**src/rtl/adder_share_arbiter.sv**
```systemverilog
// Round-robin arbiter sharing one WIDTH-bit adder among NUM_REQ requesters, with a registered, ID-tagged result.
// Define ADD_SAT_EN to saturate res_sum to all-ones on carry-out; otherwise the sum wraps.
module adder_share_arbiter #(
    parameter int NUM_REQ = 4,
    parameter int WIDTH   = 8,
    parameter int ID_W    = 2
) (
    input  logic                     clk,
    input  logic                     rst,
    input  logic [NUM_REQ-1:0]       req_valid,
    output logic [NUM_REQ-1:0]       req_ready,
    input  logic [NUM_REQ*WIDTH-1:0] req_a,
    input  logic [NUM_REQ*WIDTH-1:0] req_b,
    output logic                     res_valid,
    input  logic                     res_ready,
    output logic [WIDTH-1:0]         res_sum,
    output logic                     res_carry,
    output logic [ID_W-1:0]          res_id,
    output logic [15:0]              grant_cnt
);

    typedef enum logic {EMPTY, FULL} state_t;

    state_t            state_reg, state_next;
    logic [ID_W-1:0]   last_grant_reg;
    logic [WIDTH-1:0]  sum_reg;
    logic              carry_reg;
    logic [ID_W-1:0]   id_reg;
    logic [15:0]       cnt_reg;

    logic [ID_W-1:0]   winner;
    logic [ID_W-1:0]   cand;
    logic              found;
    logic              can_accept;
    logic              accept;
    int                idx;

    logic [WIDTH-1:0]  op_a [NUM_REQ];
    logic [WIDTH-1:0]  op_b [NUM_REQ];
    logic [WIDTH:0]    sum_full;
    logic [WIDTH-1:0]  sum_load;

    genvar gi;
    generate
        for (gi = 0; gi < NUM_REQ; gi++) begin : g_unpack
            assign op_a[gi] = req_a[gi*WIDTH +: WIDTH];
            assign op_b[gi] = req_b[gi*WIDTH +: WIDTH];
        end
    endgenerate

    // Search starts one past the last winner and wraps; depends only on req_valid.
    always_comb begin
        winner = '0;
        found  = 1'b0;
        idx    = 0;
        cand   = '0;
        for (int k = 1; k <= NUM_REQ; k++) begin
            idx = int'(last_grant_reg) + k;
            if (idx >= NUM_REQ) idx = idx - NUM_REQ;
            cand = ID_W'(idx);
            if (!found && req_valid[cand]) begin
                found  = 1'b1;
                winner = cand;
            end
        end
    end

    always_comb begin
        state_next = state_reg;
        res_valid  = (state_reg == FULL);
        can_accept = (state_reg == EMPTY) | res_ready;
        accept     = found & can_accept;
        req_ready  = '0;
        if (accept) req_ready[winner] = 1'b1;
        case (state_reg)
            EMPTY: if (accept) state_next = FULL;
            FULL:  if (!accept && res_ready) state_next = EMPTY;
            default: state_next = EMPTY;
        endcase
    end

    assign sum_full = {1'b0, op_a[winner]} + {1'b0, op_b[winner]};

`ifdef ADD_SAT_EN
    assign sum_load = sum_full[WIDTH] ? {WIDTH{1'b1}} : sum_full[WIDTH-1:0];
`else
    assign sum_load = sum_full[WIDTH-1:0];
`endif

    always_ff @(posedge clk or posedge rst) begin
        if (rst) begin
            state_reg      <= EMPTY;
            last_grant_reg <= ID_W'(NUM_REQ - 1);
            sum_reg        <= '0;
            carry_reg      <= 1'b0;
            id_reg         <= '0;
            cnt_reg        <= '0;
        end else begin
            state_reg <= state_next;
            if (accept) begin
                sum_reg        <= sum_load;
                carry_reg      <= sum_full[WIDTH];
                id_reg         <= winner;
                last_grant_reg <= winner;
                cnt_reg        <= cnt_reg + 16'd1;
            end
        end
    end

    assign res_sum   = sum_reg;
    assign res_carry = carry_reg;
    assign res_id    = id_reg;
    assign grant_cnt = cnt_reg;

endmodule

```
**config.mk**
```make
export PLATFORM = sky130hd
export DESIGN_NAME = adder_share_arbiter
export DESIGN_NICKNAME = d
export VERILOG_FILES = /design/src/rtl/adder_share_arbiter.sv
export SDC_FILE = /design/constraint.sdc
export NUM_CORES = 1
export LEC_CHECK = 0
export ABC_AREA = 1
export CELL_PAD_IN_SITES_DETAIL_PLACEMENT = 0
export CELL_PAD_IN_SITES_GLOBAL_PLACEMENT = 2
export CORE_UTILIZATION = 25
export DETAILED_ROUTE_END_ITERATION = 10
export PLACE_DENSITY_LB_ADDON = 0.1
export SYNTH_ARGS = -nofsm -noshare
export SYNTH_HDL_FRONTEND = slang
export SYNTH_SLANG_ARGS = --single-unit
```
**constraint.sdc**
```tcl
create_clock -name clk -period 5.1 [get_ports clk]
set_input_delay 0.51 -clock clk [delete_from_list [all_inputs] [get_ports clk]]
set_output_delay 0.51 -clock clk [all_outputs]
set_load 0.03 [all_outputs]
```
== Word level (Yosys, flattened, before mapping) ==
Index checks and enable logic that the tools add are counted.

* Magnitude comparators: 11
* Add/subtract/negate cells: 10
* Reduce and logical (&&, ||, !) cells: 9
* Bitwise gates (word level): 4
* Muxes and demuxes: 32

{| class="wikitable"
|+ Operator list
! kind !! number
|-
| 8-bit binary-select mux with 2-bit select || 2
|-
| 8-bit two-way mux || 4
|-
| 16-bit by 1-bit adder with 16-bit output (second input constant) || 1
|-
| 2-bit two-way mux || 8
|-
| 2-bit by 3-bit less-than comparator with 1-bit output (second input constant) || 5
|-
| 3-bit >= comparator (second input constant) || 4
|-
| 1-bit two-way mux || 11
|-
| 8-bit by 8-bit adder with 9-bit output || 1
|-
| 1-bit binary-select mux with 2-bit select || 4
|-
| 2-bit by 1-bit subtractor with 2-bit output (second input constant) || 4
|-
| 2-bit by 2-bit adder with 3-bit output (second input constant) || 2
|-
| 1-bit logical AND || 5
|-
| 2-bit by 3-bit adder with 4-bit output (second input constant) || 1
|-
| 4-bit by 3-bit >= comparator with 1-bit output (second input constant) || 1
|-
| 1-bit logical NOT || 4
|-
| 4-bit two-way mux || 1
|-
| 2-bit by 1-bit adder with 3-bit output (second input constant) || 1
|-
| 2-bit inverter with 3-bit output || 1
|-
| 1-bit demux with 2-bit select || 1
|-
| 2-bit by 1-bit >= comparator with 1-bit output (second input constant) || 1
|-
| 1-bit case mux with 2 select lines || 1
|-
| 1-bit bitwise AND || 1
|-
| 1-bit inverter || 1
|-
| 1-bit bitwise OR || 1
|}

* Logic and storage cells: 72
* Register bits: 30
* Output and inout bits: 32
* Bits of input ports: 71

== Depth between registers and ports, before layout ==
* Depth in word-level cells: 20
* Mapped depth: 26
* Depth with buffers taken out: 24

== Least setup slack after synthesis ==
No wires, ideal clock.

* Kind: flip-flop to flip-flop
* From: register last_grant_reg[0]
* To: register carry_reg, in the netlist res_carry
* Data required time: 4.974 ns
* Setup time: 0.126 ns
* Data arrival time: 3.000 ns
* Path buffers: 2
* Cell stages (with the launch flop): 26
* Slack: 1.974 ns
* Period minus slack after synthesis: 3.126 ns
* Path through: dfstp_2 -> buf_6 -> inv_6 -> nand2_1 -> nand2_1 -> nand2_1 -> nand2_2 -> nor2_4 -> nand3_4 -> nand3_4 -> nand2_8 -> nor2_4 -> buf_6 -> nand2_1 -> nand2_1 -> nor2_1 -> ha_1 -> fa_1 -> nand3_1 -> nand2_1 -> nand2_1 -> nand2_1 -> nand2_1 -> a21boi_0 -> o21ai_0 -> a21oi_1

* Longest elaborated chain between the ends: 20
* Elaborated cells between the ends (all ways): 47
* Those cells by class: add/sub: 9; order compare: 4; mux: 26; bitwise: 2; reduce/logical: 6

{| class="wikitable"
|+ RTL lines
! element !! RTL line !! source
|-
| start, declared || 25 || <nowiki>logic [ID_W-1:0] last_grant_reg;</nowiki>
|-
| start signal, assigned || 93 || <nowiki>last_grant_reg <= ID_W'(NUM_REQ - 1);</nowiki>
|-
| start signal, assigned || 104 || <nowiki>last_grant_reg <= winner;</nowiki>
|-
| 2-bit by 1-bit adder with 3-bit output || 58 || <nowiki>idx = int'(last_grant_reg) + k;</nowiki>
|-
| 3-bit >= comparator / 2-bit by 1-bit subtractor with 2-bit output (equally long branches) || 59 || <nowiki>if (idx >= NUM_REQ) idx = idx - NUM_REQ;</nowiki>
|-
| 2-bit two-way mux || 59 ||
|-
| 1-bit binary-select mux with 2-bit select || 61 || <nowiki>if (!found && req_valid[cand]) begin</nowiki>
|-
| 1-bit two-way mux (implied by the code) || 61 ||
|-
| 1-bit two-way mux || 61 ||
|-
| 1-bit logical NOT || 61 ||
|-
| 1-bit logical AND || 61 ||
|-
| [... 3 more ...] || n/a ||
|-
| 1-bit two-way mux || 61 ||
|-
| 1-bit logical NOT || 61 ||
|-
| 1-bit logical AND || 61 ||
|-
| 2-bit two-way mux || 61 ||
|-
| 2-bit inverter with 3-bit output (implied by the code) || 82 || <nowiki>assign sum_full = {1'b0, op_a[winner]} + {1'b0, op_b[winner]};</nowiki>
|-
| 8-bit binary-select mux with 2-bit select || 82 ||
|-
| 8-bit two-way mux (implied by the code) (2 in series) || 82 ||
|-
| 8-bit by 8-bit adder with 9-bit output || 82 ||
|-
| end signal, assigned || 102 || <nowiki>carry_reg <= sum_full[WIDTH];</nowiki>
|-
| end, declared || 27 || <nowiki>logic carry_reg;</nowiki>
|}

Parallel ways exist; a longest one is shown, timed or not. The select of a mux whose other input is x is not followed.
A chain may end at the register's enable or synchronous reset.

== Worst setup path in the final report ==
Ends and elaborated chain as after synthesis.

==> results.rst <==
.. list-table::
   :header-rows: 1

   * - Metric
     - Value
   * - Status
     - complete, no violations
   * - Die X
     - 107 um
   * - Net count, final
     - 592
   * - Area share of the largest cell type after synthesis
     - 25.4%
   * - Detailed-routing iteration count for the pre-antenna-repair pass
     - 4
   * - Final count of pins violating max slew
     - 0
   * - Standard-cell rows
     - 37
   * - Crit Path Max Fanout
     - 36
   * - CORE AREA
     - 10500 um^2
   * - Highest routed metal layer
     - met4
   * - Post-layout utilization of the core
     - 37.5%
   * - Cell types with the largest area share after synthesis
     - dfrtp_1 25%, nand2_1 18%, inv_1 9.1%
   * - Worst path arrival time
     - 4.01 ns
   * - Synth Warn #
     - 0
   * - TritonCTS clock tree
     - done
   * - Mapped Area
     - 2750 um^2
   * - Post-CTS repair timing setup buffer count
     - 0
   * - Max reg flops
     - 16
   * - Placer's final routability congestion estimate
     - 0.763
   * - Final Hold Vio Count
     - 0
   * - Total length of routed wires
     - 8.43 mm
   * - Initial standard-cell utilization of the core
     - 26.2%
   * - Number of global-route vias before repair
     - 2899
   * - Endpoints failing setup
     - 0
   * - Count of cell types in the netlist
     - 34
   * - Fin Clk Skew
     - 0.00879 ns
   * - Routed Antenna Nets
     - 0
   * - Total die area
     - 11400 um^2
   * - Chain of cells forming the critical path
     - inv_6 > nand2_1 > nand2_1 > nand2_1 > nand2_2 > nor2_4 > nand3_4 > nand3_4 > nand2_8 > nor2_4 > nand2_1 > nand2_1 > nor2_1 > ha_1 > fa_1 > nand3_1 > nand2_1 > nand2_1 > nand2_1 > nand2_1 > a21boi_0 > o21ai_0 > a21oi_1
   * - Iteration-0 DRC count of the detailed router
     - 94
   * - Cell types with the highest counts after synthesis
     - 131 x nand2_1, 67 x inv_1, 28 x dfrtp_1, 28 x nand3_1, 28 x nor2_1
   * - Number of antenna diodes
     - 0
   * - Fraction of layout cells with a size suffix above 1
     - 6.25%
   * - Wire length on met2
     - 4.19 mm
   * - Overflow after GRT
     - 0
   * - Average wire per cell in the routed design
     - 13.0 um
   * - Detailed Place HPWL
     - 6.70 mm
   * - Clock Tree Buf Depth
     - 2
   * - Share of synthesized registers carrying an async set or reset
     - 100%
   * - Ys flop type
     - dfrtp_1
   * - Met3 Wirelength
     - 403 um
   * - Worst rel slew slack
     - 73.8%
   * - Worst setup SP type
     - flip-flop
   * - Clock period minus final worst setup slack
     - 3.85 ns
   * - Count of non-filler cells in the finished layout
     - 648
   * - Count of pins on the block boundary
     - 103
   * - Setup tns final
     - 0 ns
   * - Antenna violations before repair
     - 0
   * - Setup repair after global routing missed its margin
     - no
   * - Worst slew pin tran
     - 0.390 ns
   * - Worst-Skew Late Latency
     - 0.28 ns
   * - Maximum clock frequency
     - 260 MHz
   * - Biggest area consumer among synthesized cells
     - dfrtp_1
   * - Root buf cell
     - clkbuf_8
   * - Min-Delay Path Class
     - reg2reg
   * - Crit path capture type
     - flip-flop
   * - Number of storage elements in the synthesis netlist
     - 30
   * - Wire length of the first global-routing pass
     - 13.7 mm
   * - Quantity of I/O buffers inserted on ports
     - 102
   * - Quantity of hold-fixing buffers added after cts
     - 0
   * - Die H
     - 107 um
   * - Stage delay of the slowest cell on the critical path
     - 0.69 ns
   * - Mean instance size in the synthesized netlist
     - 6.64 um^2
   * - Critical path class
     - reg2reg
   * - Gate count of the mapped netlist
     - 415
   * - Total global-route track usage
     - 15.3%
   * - Period Utilization, post-route
     - 75.5%
   * - Multi-input gate area
     - 1620 um^2
   * - Cell at the slowest stage of the critical path
     - dfstp_2
   * - Total DRC errors in the routed layout
     - 0
   * - Post-cts gate resize count
     - 0
   * - Cell with the most instances after synthesis
     - nand2_1
   * - Number of fill cells
     - 1146
   * - Max capacitance violation total
     - 0
   * - Layout overhead on the synthesized area
     - 43.3%
   * - Vias after detailed routing
     - 2872
   * - CP most frequent cell
     - nand2_1
   * - Met1 wire length
     - 3.72 mm
   * - Number of enable-type register cells in the synthesized netlist
     - 0
   * - Sinks on the clock net
     - 30
   * - Area taken by flip-flops and latches
     - 753 um^2
   * - Syn_nets
     - 496
   * - Vias/cell
     - 4.43
   * - Inst Count DP
     - 640
   * - Pin count of the biggest net entering global routing
     - 37
   * - Number of CTS-inserted buffers
     - 5
   * - Share of the yosys chip area belonging to registers
     - 27.4%
   * - H-Tree Depth
     - 2
   * - Clock-pin slew on the worst setup and hold paths
     - 0.07 ns
   * - CP required
     - 5.26 ns
per-stage QoR:
stage | instance area, um^2 | setup slack, ns | hold slack, ns
after floorplan | 2750 | 1.97 | 0.540
after global placement | 3850 | 1.08 | 0.464
final | 3950 | 1.25 | 0.487
after detailed placement | 3850 | 0.981 | 0.469
after global routing | 3950 | 0.833 | 0.511
after CTS | 3950 | 1.23 | 0.488
per-layer routing:
metal	global-route usage, %	vias up
li1	-	1494
met1	18.4	1295
met2	27.9	71
met3	2.80	12
met4	3.62	0
met5	0	-
worst max-delay path, delay by kind of cell (launching register included):
kind	cells	cell delay [ns]
DFF	1	0.69
adders and majority gates	2	0.64
buffers and inverters	1	0.09
and+or+nand+nor	17	1.95
AOI/OAI and AO/OA	3	0.37
worst paths after layout:
check | start | slack (ns) | cells past startpoint | endpoint
setup / recovery | last_grant_reg[0] | 1.25 | 23 | res_carry
hold / removal | grant_cnt[3] | 0.49 | 1 | grant_cnt[3]
setup reg to reg | last_grant_reg[0] | 1.25 | 23 | res_carry
hold reg to reg | grant_cnt[3] | 0.49 | 1 | grant_cnt[3]
max in group asynchronous | rst | 4.17 | 3 | last_grant_reg[1]
min in group asynchronous | rst | 0.61 | 3 | grant_cnt[9]
placed cells by master, fill, tap and decap left out, drive strengths merged, types with 2 or more instances in the layout:
cell type,instances
clkdlybuf4s50,102
a21boi,2
nand3,31
nor4,3
clkbuf,7
inv,71
ha,9
xnor2,8
nand2,140
dfstp,2
xor2,12
nand4,19
nor2,30
dfrtp,28
nand3b,15
o21ai,15
buf,2
a21oi,5
nor3,7
cell families (layout without fill, tap and decap cells):
| logic type | count (synthesis) | after routing | share of synthesized area (%) |
|---|---|---|---|
| AND/OR/NAND/NOR | 246 | 246 | 43.1 |
| buffers and inverters | 86 | 183 | 13.8 |
| flip-flops | 30 | 30 | 27.4 |
| AO/OA/AOI/OAI | 23 | 23 | 4.59 |
| XOR/XNOR | 20 | 20 | 6.36 |
| adder cells (fa/ha/maj) | 10 | 10 | 4.82 |
final cells by class:
type | count | area share, %
clock inverters | 1 | 0.127
repair buffers | 104 | 26.3
well taps | 136 | 4.31
clock buffers | 7 | 2.19
multi-input cells | 299 | 41.1
inverters | 71 | 6.95
flip-flops and latches | 30 | 19.1
Power is left out: the tool's default activity adds up to more than one toggle a clock period on the data nets, which glitch-free logic cannot reach.
==> edit, RTL diff (same flow settings) <==
Put one more register stage on the output `grant_cnt`, cleared by the reset. The value now appears one clock later. The other outputs are not delayed to match.
--- a/src/rtl/adder_share_arbiter.sv
+++ b/src/rtl/adder_share_arbiter.sv
@@ -110,7 +110,13 @@
     assign res_sum   = sum_reg;
     assign res_carry = carry_reg;
     assign res_id    = id_reg;
-    assign grant_cnt = cnt_reg;
+    always_ff @(posedge clk or posedge rst) begin
+        if (rst) begin
+            grant_cnt <= '0;
+        end else begin
+            grant_cnt <= cnt_reg;
+        end
+    end
 
 endmodule
 
Formal check against the unedited RTL: not equivalent (a bounded check fails within 4 cycles, from zero or initial values and one cycle with rst high).
==> edit against the original RTL <==
Die area up 19%; worst hold slack worse by 0.066 ns; sequential cell count rose by 16; wire length up 5.6%; non-clock buffer count rose by 2; cell count up 11%; synthesized area up 20%; sequential share of layout area up 6.1 points; critical path depth shrank 12; cell area grew 16%; worst setup slack better by 0.15 ns.
Power is not shown: default switching activity piles up to over one toggle a cycle in this logic, so the estimate is an artifact.
==> edit: results (changes against the original RTL) <==
- Gr usage total: 0.1348 (-0.01827)
- # fillers: 1,372 (+20%)
- HPWL after DPL: 7004 µm (+4.5%)
- Global-route track usage on met2: 0.2118 (-0.06743)
- Final #Nets: 628 (+6.1%)
- M1 WL: 4598 µm (+24%)
- YS warnings: 0 (unchanged)
- Launching element type of the critical path: flop
- Antenna diodes: 0 (unchanged)
- Layout cells sized above 1: 0.09489 (+0.03239)
- Initial antenna violation count: 0 (unchanged)
- Buffers on Ports: 102 (unchanged)
- Skew-Pair Late Insertion Delay: 0.28 ns (about the same)
- Synth top area cells: dfrtp_1, nand2_1, nand3_1
- GP Congestion: 0.8021 (+5.1%)
- First DRT Iteration DRCs: 110 (+17%)
- Top_reg_cell synth: dfrtp_1
- Slew @ Worst Pin: 0.9608 ns (+0.5709 ns)
- Top post-synthesis cells by count: nand2_1, inv_1, nand3_1
- PostCTS Resize Cnt: 0 (unchanged)
- Crit Path Max Fanout: 34 (-5.6%)
- Final Skew: 0.006643 ns (-0.002147 ns)
- Worst Min Path Start: cnt_reg[14]
- Clock-pin slew on the worst setup and hold paths: 0.06 ns
- CTS H-tree lvls: 2 (unchanged)
- Met2 routed WL: 3833 µm (-8.4%)
- Post-synthesis sequential area ratio: 0.3499 (+0.07639)
- Post-CTS Setup Inserts: 0 (unchanged)
- Wire length on met3: 380 µm (-5.7%)
- Min-delay worst type: reg2reg
- Syn Nets: 533 (+7.5%)
- Post-synth ARST share: 1.000 (unchanged)
- Grt met3 use: 0.02111 (-0.006851)
- Largest net degree at the start of global routing: 47 (+27%)
- Met1 usage: 0.1919 (+0.007585)
- Worst r2r src: last_grant_reg[0]
- First-pass GRT wire length: 14,260 µm (+3.8%)
- Via/cell ratio: 4.174 (-5.8%)
- WP data required: 4.59 ns (-0.67 ns)
- Status: complete, no violations
- Root buf cell: clkbuf_16
- Clock Path Buffers: 2 (unchanged)
- Detailed-route wire length: 8896 µm (+5.6%)
- CTS Buf Count: 5 (unchanged)
- Yosys cell types: 32 (-5.9%)
- First-pass iteration count of the detailed router: 4 (unchanged)
- Uppermost layer routed: met4
- Vias in the first global route: 2,950 (+1.8%)
edit: changes by cell type after synthesis, sizes merged, moves of 2 or more:
cell    change
nor3        -2
a21boi      -2
nand4      -14
nor2        +6
nand3      +33
buf         +3
nand2       -2
dfrtp      +16
edit: path summary, 6_finish.rpt:
kind                                 endpoint  cells after the start  slack [ns]
worst min register to register  grant_cnt[14]                      0        0.42
worst min-delay path            grant_cnt[14]                      0        0.42
min in group asynchronous          res_sum[0]                      2        0.76
worst max-delay path             req_ready[2]                     11        1.40
worst max register to register      res_carry                     21        1.49
max in group asynchronous         cnt_reg[10]                      2        3.74
edit: critical path: stages (launching register included):
cell	delay [ns]
dfstp_2	0.68
inv_6	0.08
nand2_2	0.07
nand2_1	0.08
nand2_1	0.08
nand2_1	0.09
nor2_4	0.13
nand4_1	0.10
nand2_2	0.54
nand2_1	0.22
nor2_1	0.15
clkdlybuf4s50_1	0.68
edit: cell type report:
cell class,instances,share of cell area
inverter,72,0.06047
timing repair buffer,106,0.2298
multi-input combinational,316,0.3740
tap,172,0.04706
clock buffer,6,0.02818
clock inverter,2,0.008208
sequential,46,0.2523
edit: kinds of logic after synthesis:
family                     Yosys count  share of synthesized area
buffers and inverters               90                     0.1321
xor gates and xnor gates            19                    0.05047
and+or+nand+nor                    265                     0.3924
adders and majority gates           10                    0.04023
DFF                                 46                     0.3499
AOI/OAI and AO/OA                   22                    0.03492
edit: stage by stage:
step	hold slack [ns]	area (µm²)	worst slack, ns	instances
after global routing	0.4460	4573	1.142	720
final	0.4219	4573	1.396	720
after detailed placement	0.4122	4407	1.194	712
after global placement	0.4020	4407	1.222	712
after CTS	0.4312	4573	1.336	720
after floorplan	0.3741	3297	2.094	452
